`src/rtl/bt_vec_pkg.sv`:
```
// Shared constants for the vector operand path: frame geometry, loader
// state encodings and component slot indices used by the loader, the
// cross-product stage and the result serializer.
package bt_vec_pkg;

  localparam int BYTES_PER_COMP = 4;
  localparam int NUM_COMP       = 6;
  localparam int FRAME_BYTES    = BYTES_PER_COMP * NUM_COMP;
  localparam int COMP_W         = 8 * BYTES_PER_COMP;
  localparam int CNT_W          = $clog2(FRAME_BYTES);

  typedef enum logic [1:0] {
    ST_IDLE = 2'd0,
    ST_LOAD = 2'd1,
    ST_HOLD = 2'd2
  } ld_state_t;

  localparam int IDX_AX = 0;
  localparam int IDX_AY = 1;
  localparam int IDX_AZ = 2;
  localparam int IDX_BX = 3;
  localparam int IDX_BY = 4;
  localparam int IDX_BZ = 5;

endpackage

```
`src/rtl/frame_timeout_counter.sv`:
```
// Idle-cycle watchdog for a partially received frame.
// Latency: o_expired rises the cycle after the TIMEOUT_CYCLES-th enabled idle cycle.
// Backpressure: none; i_clr restarts the count, TIMEOUT_CYCLES=0 never expires.
// Ports: clk/rst (sync, active-high); i_clr clears; i_en counts; o_expired registered flag.
module frame_timeout_counter #(
  parameter int TIMEOUT_CYCLES = 16
) (
  input  logic clk,
  input  logic rst,
  input  logic i_clr,
  input  logic i_en,
  output logic o_expired
);

  localparam int CW = (TIMEOUT_CYCLES < 2) ? 1 : $clog2(TIMEOUT_CYCLES + 1);

  logic [CW-1:0] r_count;
  logic          r_expired;

  always_ff @(posedge clk) begin
    if (rst || i_clr) begin
      r_count   <= '0;
      r_expired <= 1'b0;
    end else if (i_en && (TIMEOUT_CYCLES > 0)) begin
      // Saturate so a stalled owner cannot wrap back into a fresh window.
      if (r_count != CW'(TIMEOUT_CYCLES)) begin
        r_count <= r_count + 1'b1;
      end
      r_expired <= (r_count == CW'(TIMEOUT_CYCLES - 1));
    end
  end

  assign o_expired = r_expired;

endmodule

```
`src/rtl/vector_frame_loader.sv`:
```
// Byte-serial loader: packs a 24-byte little-endian frame into six signed Q16.16 operands.
// Latency: out_valid one cycle after the last byte handshake; all outputs registered.
// Backpressure: in_ready is low while the set is held; released by out_valid && out_ready.
// Ports: clk/rst (sync, active-high); in_data/in_valid/in_sof/in_ready byte stream;
//        out_ax..out_bz/out_valid/out_ready operand set; frame_err pulse; busy (LOAD or HOLD).
module vector_frame_loader #(
  parameter int TIMEOUT_CYCLES = 16
) (
  input  logic        clk,
  input  logic        rst,
  input  logic [7:0]  in_data,
  input  logic        in_valid,
  input  logic        in_sof,
  output logic        in_ready,
  output logic [31:0] out_ax,
  output logic [31:0] out_ay,
  output logic [31:0] out_az,
  output logic [31:0] out_bx,
  output logic [31:0] out_by,
  output logic [31:0] out_bz,
  output logic        out_valid,
  input  logic        out_ready,
  output logic        frame_err,
  output logic        busy
);

  import bt_vec_pkg::*;

  ld_state_t                        r_state;
  logic [CNT_W-1:0]                 r_cnt;
  logic [NUM_COMP-1:0][COMP_W-1:0]  r_comp;
  logic                             r_in_ready;
  logic                             r_out_valid;
  logic                             r_busy;
  logic                             r_err;

  logic       w_acc;
  logic       w_expired;
  logic       w_timeout;
  logic [2:0] w_comp_idx;
  logic [1:0] w_lane;

  assign w_acc      = in_valid && r_in_ready;
  assign w_timeout  = (r_state == ST_LOAD) && w_expired;
  // Four bytes per component: upper counter bits pick the slot, low bits the lane.
  assign w_comp_idx = r_cnt[CNT_W-1:2];
  assign w_lane     = r_cnt[1:0];

  frame_timeout_counter #(
    .TIMEOUT_CYCLES(TIMEOUT_CYCLES)
  ) u_timeout (
    .clk       (clk),
    .rst       (rst),
    .i_clr     (w_acc || (r_state != ST_LOAD)),
    .i_en      (r_state == ST_LOAD),
    .o_expired (w_expired)
  );

  always_ff @(posedge clk) begin
    if (rst) begin
      r_state     <= ST_IDLE;
      r_cnt       <= '0;
      r_comp      <= '0;
      r_in_ready  <= 1'b0;
      r_out_valid <= 1'b0;
      r_busy      <= 1'b0;
      r_err       <= 1'b0;
    end else begin
      r_err <= 1'b0;
      case (r_state)
        ST_IDLE, ST_LOAD: begin
          r_in_ready <= 1'b1;
          if (w_acc && in_sof) begin
            // Start or restart; an sof seen in LOAD (timed out or not) is one error.
            r_comp[IDX_AX][7:0] <= in_data;
            r_cnt               <= CNT_W'(1);
            r_state             <= ST_LOAD;
            r_busy              <= 1'b1;
            r_err               <= (r_state == ST_LOAD);
          end else if (w_timeout || (w_acc && (r_state == ST_IDLE))) begin
            // An expired frame makes this cycle behave as IDLE, so a stray
            // non-sof byte here is dropped under the same single error pulse.
            r_cnt   <= '0;
            r_state <= ST_IDLE;
            r_busy  <= 1'b0;
            r_err   <= 1'b1;
          end else if (w_acc) begin
            r_comp[w_comp_idx][{w_lane, 3'b000} +: 8] <= in_data;
            r_cnt <= r_cnt + 1'b1;
            if (r_cnt == CNT_W'(FRAME_BYTES - 1)) begin
              r_cnt       <= '0;
              r_state     <= ST_HOLD;
              r_in_ready  <= 1'b0;
              r_out_valid <= 1'b1;
            end
          end
        end
        ST_HOLD: begin
          if (r_out_valid && out_ready) begin
            r_state     <= ST_IDLE;
            r_out_valid <= 1'b0;
            r_in_ready  <= 1'b1;
            r_busy      <= 1'b0;
          end
        end
        default: begin
          r_state    <= ST_IDLE;
          r_busy     <= 1'b0;
          r_in_ready <= 1'b1;
        end
      endcase
    end
  end

  assign in_ready  = r_in_ready;
  assign out_valid = r_out_valid;
  assign busy      = r_busy;
  assign frame_err = r_err;
  assign out_ax    = r_comp[IDX_AX];
  assign out_ay    = r_comp[IDX_AY];
  assign out_az    = r_comp[IDX_AZ];
  assign out_bx    = r_comp[IDX_BX];
  assign out_by    = r_comp[IDX_BY];
  assign out_bz    = r_comp[IDX_BZ];

endmodule

```
`config.mk`:
```
export PLATFORM = sky130hd
export DESIGN_NAME = vector_frame_loader
export DESIGN_NICKNAME = d
export VERILOG_FILES = /design/src/rtl/bt_vec_pkg.sv /design/src/rtl/frame_timeout_counter.sv /design/src/rtl/vector_frame_loader.sv
export SDC_FILE = /design/constraint.sdc
export NUM_CORES = 1
export LEC_CHECK = 0
export CAP_MARGIN = 20
export CORE_MARGIN = 2
export CORE_UTILIZATION = 31
export DETAILED_ROUTE_END_ITERATION = 10
export SYNTH_ARGS = -nofsm -noshare
export SYNTH_HDL_FRONTEND = slang
export SYNTH_SLANG_ARGS = --single-unit
```
`constraint.sdc`:
```
create_clock -name clk -period 2.5 [get_ports clk]
set_input_delay 0.375 -clock clk [delete_from_list [all_inputs] [get_ports clk]]
set_output_delay 0.375 -clock clk [all_outputs]
set_load 0.05 [all_outputs]
```
==> run metrics <==
status finished, final reports clean; vias per cell between 4 and 5; Max Clock Freq 466 MHz; synthesized flop and latch total 209; total grt overflow 0; CTS Hold Bufs 0; die area roughly 30,000 um2; Clock Tree Root clkbuf_16; io pins between 200 and 250; hold slack final around 300 ps; HPWL Detailed 17,200 um; met1 usage roughly a quarter; crit-path max FO 5; HP Class in -> reg; Finished Cell Area 12,100 um2; depth of the CTS H-tree 1; first-pass GRT wire length between 30,000 and 40,000 um; width of the die 172 um; register area between 4000 and 5000 um2; GR peak layer met2; met3 Track Usage GR approximately 2.8%; Worst Setup Start Kind register; measured slew at the worst slew-check pin around 700 ps; # setup viols final 0; r2r endpoint out_by[12]; minimum clock period ~2100 ps; Die Y between 150 and 200 um; total CTS buffers 24; area of the multi-input gates around 4400 um2; Sum Neg Setup Slack 0 ps; critical path arrival roughly 1800 ps; Worst R2R Path Depth 5; proportion of layout cells with a drive suffix above 1 approximately 8.4%; # fillers 2,678; Hold Path Sink out_valid; Setup CP Type reg -> out; CP max-delay cell clkdlybuf4s50_1; clk_lat worst skew roughly 520 ps; Worst path max stage delay 850 ps; final period utilization a little under nine tenths; Warnings, synthesis 0; via count 6,321; Finished Core Util between 40% and 50%; vias in the first global route approximately 6.3k; Power Density between 600 and 700 nW/um2; Worst Clk Skew 17.6 ps; RSZ-0062 raised after global routing false; initial antenna violation count 0; Worst VDD drop about 430 uV; Total Power roughly 7.4 mW; Nets around 1.0k; Crit path required time between 2000 and 2500 ps; final hold violations 0; r2r setup slk a little over 400 ps; PnR worst setup slack about 350 ps; Clock Sinks 209; post-synthesis cell type count just over 50; Seq/Total Area, Yosys between 40% and 50%; buffers plus inverters on the worst setup path 1; area post-placement 11,300 um2; CP Cell Sequence clkdlybuf4s50_1; drt drc 0; total track usage between 15 and 20%; core area approximately 28,000 um2; gate count after technology mapping 799; Post-synth ARST share 0%; commonest cells after routing, fill and taps aside dfxtp_1, clkdlybuf4s50_1, nand2b_1; commonest non-fill, non-tap cell in the layout dfxtp_1; Synth Flop Type dfxtp_1; number of enable flip-flop cells after synthesis 0; FP Rows slightly above 60; post_cts resized 0; Slew Limit Headroom a little over half; Initial Util a little under a third; # diodes 0; Setup WS pre-CTS roughly 150 ps; largest net degree at the start of global routing 97; met2 usage between 20% and 30%; Mapped Area between 8000 and 9000 um2; CTS tree done; Reg2Reg Launch Point r_cnt[1]; Pleak 5.25 nW; Syn Nets just over 800; WL final ~25,000 um; IO Port Bufs approximately 210; Routed wire per std cell 17.8 um; family with the most delay on the worst path buffers and inverters; drt pass-1 iters 5; CP endpoint kind output port; Post-Place Cells roughly 1.4k; final std cells w/o fill 1,400; mean post-synth cell area about 11 um2; drt first-iter violations 376; CTS clk-pin slew, worst paths approximately 60 ps; number of max-cap violations 0; max-slew violations 0; Setup Buffers After CTS 0; WHS Path Cells 2; Final Wtd Congestion 0.756; CTS Buffer Depth 3; startpoint of the worst hold path rst; Final ANT Viol Nets 0; Layout area overhead 37.9%
## routing by layer
layer / vias to the layer above / part of all wire (%)
li1: 3122 / -
met1: 3014 / 48
met2: 165 / 46
met3: 20 / 5.3
met4: 0 / 1.4
met5: - / 0
## how the worst max path moves through the flow
| stage | start | end | depth (start not counted) |
|---|---|---|---|
| 2_1_floorplan | r_cnt[0] | out_ax[0] | 6 |
| 6_report | in_ready | in_ready | 1 |
| 3_5_place_dp | in_valid | out_ay[1] | 6 |
| 3_3_place_gp | in_valid | out_ay[5] | 6 |
| 4_1_cts | in_ready | in_ready | 1 |
| 5_1_grt | in_ready | in_ready | 1 |
## Yosys cell counts (4+ instances only)
library cell	number	area (um2)
nand3_2	8	80.1
nand2b_1	195	1220
inv_1	7	26.3
clkbuf_1	24	90.1
buf_1	5	18.8
buf_2	4	20.0
mux2i_1	192	1920
dfxtp_1	209	4180
nand4_1	4	25.0
nor2_1	10	37.5
ha_1	8	100
nand2_1	48	180
nand3_1	5	25.0
a21oi_1	9	45.0
nor2b_1	4	25.0
nand3_4	15	263
## state kept, by name, indices dropped and copies added, names as in the netlist
register	flops
busy	1
frame_err	1
in_ready	1
out_ax	32
out_ay	32
out_az	32
out_bx	32
out_by	32
out_bz	32
out_valid	1
r_cnt	5
r_state	2
u_timeout.o_expired	1
u_timeout.r_count	5
## kinds of logic (layout without fill, tap and decap cells)
logic type | Yosys count | count (layout) | synth area share (%)
AND/OR/NAND/NOR | 311 | 311 | 24.0
flip-flops | 209 | 209 | 47.8
multiplexers | 192 | 192 | 21.9
buffers and inverters | 47 | 270 | 2.56
AO/OA/AOI/OAI | 29 | 29 | 2.27
adder cells (fa/ha/maj) | 8 | 8 | 1.14
XOR/XNOR | 3 | 3 | 0.300
## layout make-up
type                            instances  share of cell area (%)
Tap cell                              378                    3.91
Clock buffer                           34                    5.78
Multi-Input combinational cell        543                    36.1
Timing Repair Buffer                  220                    18.3
Inverter                                7                   0.217
Sequential cell                       209                    34.6
Clock inverter                          9                    1.09
## power breakdown
group | internal (mW) | switching, mW | total [mW]
registers | 3.34 | 0.00857 | 3.35
clock network | 2.25 | 1.41 | 3.67
logic | 0.137 | 0.206 | 0.343
No activity file was read; power rests on OpenSTA's default activity.
==> RTL change 1, RTL diff (same flow settings) <==
`TIMEOUT_CYCLES` is set to 16 in 2 places; all go to 32.
--- a/src/rtl/frame_timeout_counter.sv
+++ b/src/rtl/frame_timeout_counter.sv
@@ -5,3 +5,3 @@
 module frame_timeout_counter #(
-  parameter int TIMEOUT_CYCLES = 16
+  parameter int TIMEOUT_CYCLES = 32
 ) (
--- a/src/rtl/vector_frame_loader.sv
+++ b/src/rtl/vector_frame_loader.sv
@@ -6,3 +6,3 @@
 module vector_frame_loader #(
-  parameter int TIMEOUT_CYCLES = 16
+  parameter int TIMEOUT_CYCLES = 32
 ) (
Function: no difference found for any inputs over 4 cycles, from zero or initial values and one cycle with rst high; that may be too few to reach the edited logic, so the function may still have changed.
==> RTL change 1 against the original RTL <==
Setup slack improved by 0.018 ns. Power shrank 4.3%. Non-clock buffer count grew 3. Area after synthesis is 0.67% higher. Routed wire length up 0.16%. Design area shrank 0.10%. Sequential share of layout area grew 0.20 points. Sequential cell count rose by 1.
==> RTL change 1: results (changes against the original RTL) <==
<table>
<tr><th>Metric</th><th>Value</th></tr>
<tr><th colspan="2">Placed design</th></tr>
<tr><td>Final HPWL from detailed placement</td><td>17300 um (+0.36%)</td></tr>
<tr><td>Setup WS pre-CTS</td><td>0.230 ns (+0.0841 ns)</td></tr>
<tr><td>Number of placed instances with taps included</td><td>1363 (+0.44%)</td></tr>
<tr><td>GPL Wtd Cong</td><td>0.766 (+1.4%)</td></tr>
<tr><th colspan="2">STA</th></tr>
<tr><td>Final Skew</td><td>0.0104 ns (-0.00719 ns)</td></tr>
<tr><td>Slew HR</td><td>0.602 (+0.0594)</td></tr>
<tr><th colspan="2">Logic synthesis</th></tr>
<tr><td>Part of the Yosys area used for sequential elements</td><td>0.477 (-0.000914)</td></tr>
<tr><td>Number of library cell types mapped by synthesis</td><td>54 (+5.9%)</td></tr>
<tr><td>Most common library cells after synthesis</td><td>dfxtp_1, nand2b_1, mux2i_1</td></tr>
<tr><td>Cell types occupying the most area after synthesis</td><td>dfxtp_1, mux2i_1, nand2b_1</td></tr>
<tr><td>Cell Area, Synth</td><td>0.00882 mm2 (+0.67%)</td></tr>
<tr><td>Instance count of the mapped netlist</td><td>801 (+0.25%)</td></tr>
<tr><th colspan="2">Global route</th></tr>
<tr><td>Total GRT Usage</td><td>0.162 (-0.00389)</td></tr>
<tr><td>First-pass GRT wire length</td><td>38600 um (+2.2%)</td></tr>
<tr><td>Maximum number of pins on one net before global-route repair</td><td>100 (+3.1%)</td></tr>
<tr><th colspan="2">Setup path</th></tr>
<tr><td>Maximum fanout count along the critical path</td><td>8 (+3)</td></tr>
<tr><td>Data arrival time at the worst-slack endpoint</td><td>2.56 ns (+0.79 ns)</td></tr>
<tr><th colspan="2">Finish</th></tr>
<tr><td>Fraction of layout instances using a drive strength above 1</td><td>0.0837 (-0.000491)</td></tr>
<tr><th colspan="2">Drt</th></tr>
<tr><td>DRC violation total after the first TritonRoute iteration</td><td>242 (-36%)</td></tr>
<tr><td>Vias per Instance</td><td>4.53 (+0.36%)</td></tr>
<tr><td>Total wirelength of the detailed-routed design</td><td>24900 um (+0.16%)</td></tr>
<tr><td>First-pass DRT Iterations</td><td>4 (-1)</td></tr>
<tr><th colspan="2">Status</th></tr>
<tr><td>Status</td><td>complete, no violations</td></tr>
<tr><th colspan="2">Pwr</th></tr>
<tr><td>Peak ir drop on the vdd network</td><td>0.000429 V (+0.43%)</td></tr>
<tr><td>Static Leak</td><td>5.20 nW (-0.97%)</td></tr>
</table>
RTL change 1: cell type report:
type,count,area [um2],area share
repair buffers,223,2230,0.185
inverters,6,22.5,0.00187
clock buffers,40,742,0.0615
multi-input cells,546,4380,0.363
clock inverters,3,17.5,0.00145
well taps,378,473,0.0392
flip-flops and latches,210,4200,0.348
RTL change 1: power by group:
part           leakage (nW)  total, mW  switching, mW  internal (mW)
sequential             1.69       3.36        0.00871           3.36
combinational          3.13      0.314          0.185          0.128
clock                 0.370       3.36           1.35           2.01
total                  5.20       7.04           1.55           5.49
RTL change 1: final timing paths:
| check | start | to | slack [ns] | depth (start not counted) |
|---|---|---|---|---|
| setup reg to reg | r_cnt[1] | out_ax[2] | 0.37 | 6 |
| hold / removal | rst | r_state[1] | 0.38 | 2 |
| hold reg to reg | out_ax[6] | out_ax[6] | 0.47 | 2 |
| setup / recovery | r_cnt[1] | out_ax[2] | 0.37 | 6 |
RTL change 1: worst max-delay path, cell delays in order (launching register included):
cell	delay, ns
dfxtp_1	0.38
inv_1	0.13
ha_1	0.38
nor4b_4	0.31
a21oi_1	0.15
nor3_4	0.46
mux2i_1	0.25
RTL change 1: cells by family after synthesis:
| logic type | Yosys count | synth area share |
|---|---|---|
| DFF | 210 | 0.477 |
| AOI/OAI and AO/OA | 29 | 0.0216 |
| buffers and inverters | 45 | 0.0267 |
| muxes | 193 | 0.219 |
| xor gates and xnor gates | 5 | 0.00497 |
| adders and majority gates | 7 | 0.00993 |
| and+or+nand+nor | 312 | 0.241 |
RTL change 1: through the flow:
step | hold slack [ns] | instance area, um2 | total power [mW]
finish | 0.385 | 12100 | 7.04
global route | 0.418 | 12100 | 7.29
CTS | 0.369 | 12100 | 7.14
detailed placement | 0.461 | 11300 | 3.76
global placement | 0.460 | 11300 | 3.76
floorplan | 0.465 | 8820 | 3.64
RTL change 1: per-layer routing:
layer,wire length [um],part of all wire,GRT usage,vias up
met4,302,0.012,0.0307,0
met5,0,0,0,-
met2,11000,0.44,0.256,163
li1,-,-,-,3146
met3,1530,0.061,0.0411,26
met1,12100,0.49,0.225,3036
==> RTL change 2, RTL diff (config.mk and constraints unchanged) <==
Made on the original files. Encoding of `ld_state_t`: now one-hot (3 bits for 3 states).
--- a/src/rtl/bt_vec_pkg.sv
+++ b/src/rtl/bt_vec_pkg.sv
@@ -11,6 +11,6 @@
 
-  typedef enum logic [1:0] {
-    ST_IDLE = 2'd0,
-    ST_LOAD = 2'd1,
-    ST_HOLD = 2'd2
+  typedef enum logic [2:0] {
+    ST_IDLE = 3'b001,
+    ST_LOAD = 3'b010,
+    ST_HOLD = 3'b100
   } ld_state_t;
Formal check against the unedited RTL: same outputs for any inputs over 4 cycles, from zero or initial values and one cycle with rst high; so few cycles prove little.
==> RTL change 2 against the original RTL <==
Via count is 7.7% higher. Clock skew is 0.0033 ns lower. Cell count is 1.9% lower. Design area is 7.0% lower. Global-route usage is 1.5 points higher. Critical path type is now reg2reg. Utilization is 1.1 points higher. Power is 0.79% lower. Routed wire length is 1.8% higher. Sequential cell count is 1 higher. Area after synthesis is 9.1% lower. Setup slack worse by 0.14 ns. Register-to-register slack worse by 0.20 ns.
==> RTL change 2: results (changes against the original RTL) <==
<table>
<tr><th>Metric</th><th>Value</th></tr>
<tr><th colspan="2">Status</th></tr>
<tr><td>Status</td><td>complete, no violations</td></tr>
<tr><th colspan="2">Finish</th></tr>
<tr><td>Total number of nets in the final design</td><td>1047 (+2.0%)</td></tr>
<tr><td>Final cell count without fillers</td><td>1373 (-1.9%)</td></tr>
<tr><td>Fraction of layout instances using a drive strength above 1</td><td>0.0729 (-0.0113)</td></tr>
<tr><th colspan="2">Logic synthesis</th></tr>
<tr><td>Instance count of the mapped netlist</td><td>814 (+1.9%)</td></tr>
<tr><td>Post-synthesis mux area share</td><td>0.0415 (-0.178)</td></tr>
<tr><td>Adder-cell share of the synthesized area</td><td>0.0126 (+0.00115)</td></tr>
<tr><td>Number of library cell types mapped by synthesis</td><td>47 (-7.8%)</td></tr>
<tr><td>Most common library cells after synthesis</td><td>dfxtp_1, nand3b_1, o21ai_0</td></tr>
<tr><td>Synthesized Nets</td><td>835 (+1.8%)</td></tr>
<tr><td>Cell types occupying the most area after synthesis</td><td>dfxtp_1, nand3b_1, o21ai_0</td></tr>
<tr><th colspan="2">Drt</th></tr>
<tr><td>DRC violation total after the first TritonRoute iteration</td><td>446 (+19%)</td></tr>
<tr><td>Vias per Instance</td><td>4.96 (+9.8%)</td></tr>
<tr><td>Wire length per cell after detailed routing</td><td>18.5 um (+3.8%)</td></tr>
<tr><th colspan="2">Pwr</th></tr>
<tr><td>Power, Total</td><td>7.30 mW (-0.79%)</td></tr>
<tr><td>Net switching power</td><td>1.62 mW (-0.77%)</td></tr>
<tr><td>Portion of total power attributed to the clock network</td><td>0.487 (-0.011)</td></tr>
<tr><td>Static Leak</td><td>3.98 nW (-24%)</td></tr>
<tr><th colspan="2">Global route</th></tr>
<tr><td>Via count of the first global-routing pass</td><td>6503 (+3.7%)</td></tr>
<tr><td>First-pass GRT wire length</td><td>38100 um (+1.1%)</td></tr>
<tr><td>Maximum number of pins on one net before global-route repair</td><td>103 (+6.2%)</td></tr>
<tr><th colspan="2">STA</th></tr>
<tr><td>Slew @ Worst Pin</td><td>0.825 ns (+0.142 ns)</td></tr>
<tr><th colspan="2">Setup path</th></tr>
<tr><td>Data arrival time at the worst-slack endpoint</td><td>2.67 ns (+0.90 ns)</td></tr>
<tr><td>Maximum fanout count along the critical path</td><td>9 (+4)</td></tr>
<tr><td>Slowest-stage cell, CP</td><td>or4b_4</td></tr>
<tr><th colspan="2">Placed design</th></tr>
<tr><td>Number of placed instances with taps included</td><td>1330 (-2.0%)</td></tr>
<tr><td>GPL Wtd Cong</td><td>0.840 (+11%)</td></tr>
</table>
==> RTL change 2: changes by cell type in the layout (fill, tap and decap cells not counted), moves of 8 or more <==
cell	unedited run	this run
nor2_1	10	18
nand3b_1	0	154
nand2b_1	195	35
o21ai_0	3	153
nand3_1	5	19
mux2i_1	192	33
nand3_4	15	0
buf_4	10	29
==> RTL change 2: cell type report <==
class	count	area [um2]
Clock buffer	36	717
Clock inverter	7	88.8
Fill cell	2372	13900
Inverter	7	26.3
Multi-Input combinational cell	547	3500
Sequential cell	210	4200
Tap cell	330	413
Timing Repair Buffer	236	2290
==> RTL change 2: worst max-delay path, delay by kind of cell, from the launching register on <==
kind	cells	cell delay, ns
simple gates	4	1.50
flops	1	0.47
mux	1	0.18
==> RTL change 2: through the flow <==
step	hold WS [ns]	util	cell area, um2	setup slack, ns
CTS	0.172	0.446	11200	0.137
global route	0.203	0.446	11200	0.0309
global placement	0.460	0.414	10400	0.0861
finish	0.180	0.446	11200	0.210
floorplan	0.488	-	7960	0.301
detailed placement	0.468	0.414	10400	0.0807
==> RTL change 2: per-layer routing <==
layer / share of wire / global-route usage / vias to the layer above
li1: - / - / 3323
met1: 0.46 / 0.246 / 3244
met2: 0.45 / 0.288 / 212
met3: 0.080 / 0.0523 / 30
met4: 0.014 / 0.0327 / 0
met5: 0 / 0 / -
==> RTL change 2: worst paths after layout <==
path | start | to | slack, ns | depth (start not counted)
max | r_state[1] | out_ay[18] | 0.21 | 5
min | rst | r_cnt[4] | 0.18 | 2
max reg2reg | r_state[1] | out_ay[18] | 0.21 | 5
min reg2reg | out_ay[17] | out_ay[17] | 0.48 | 2
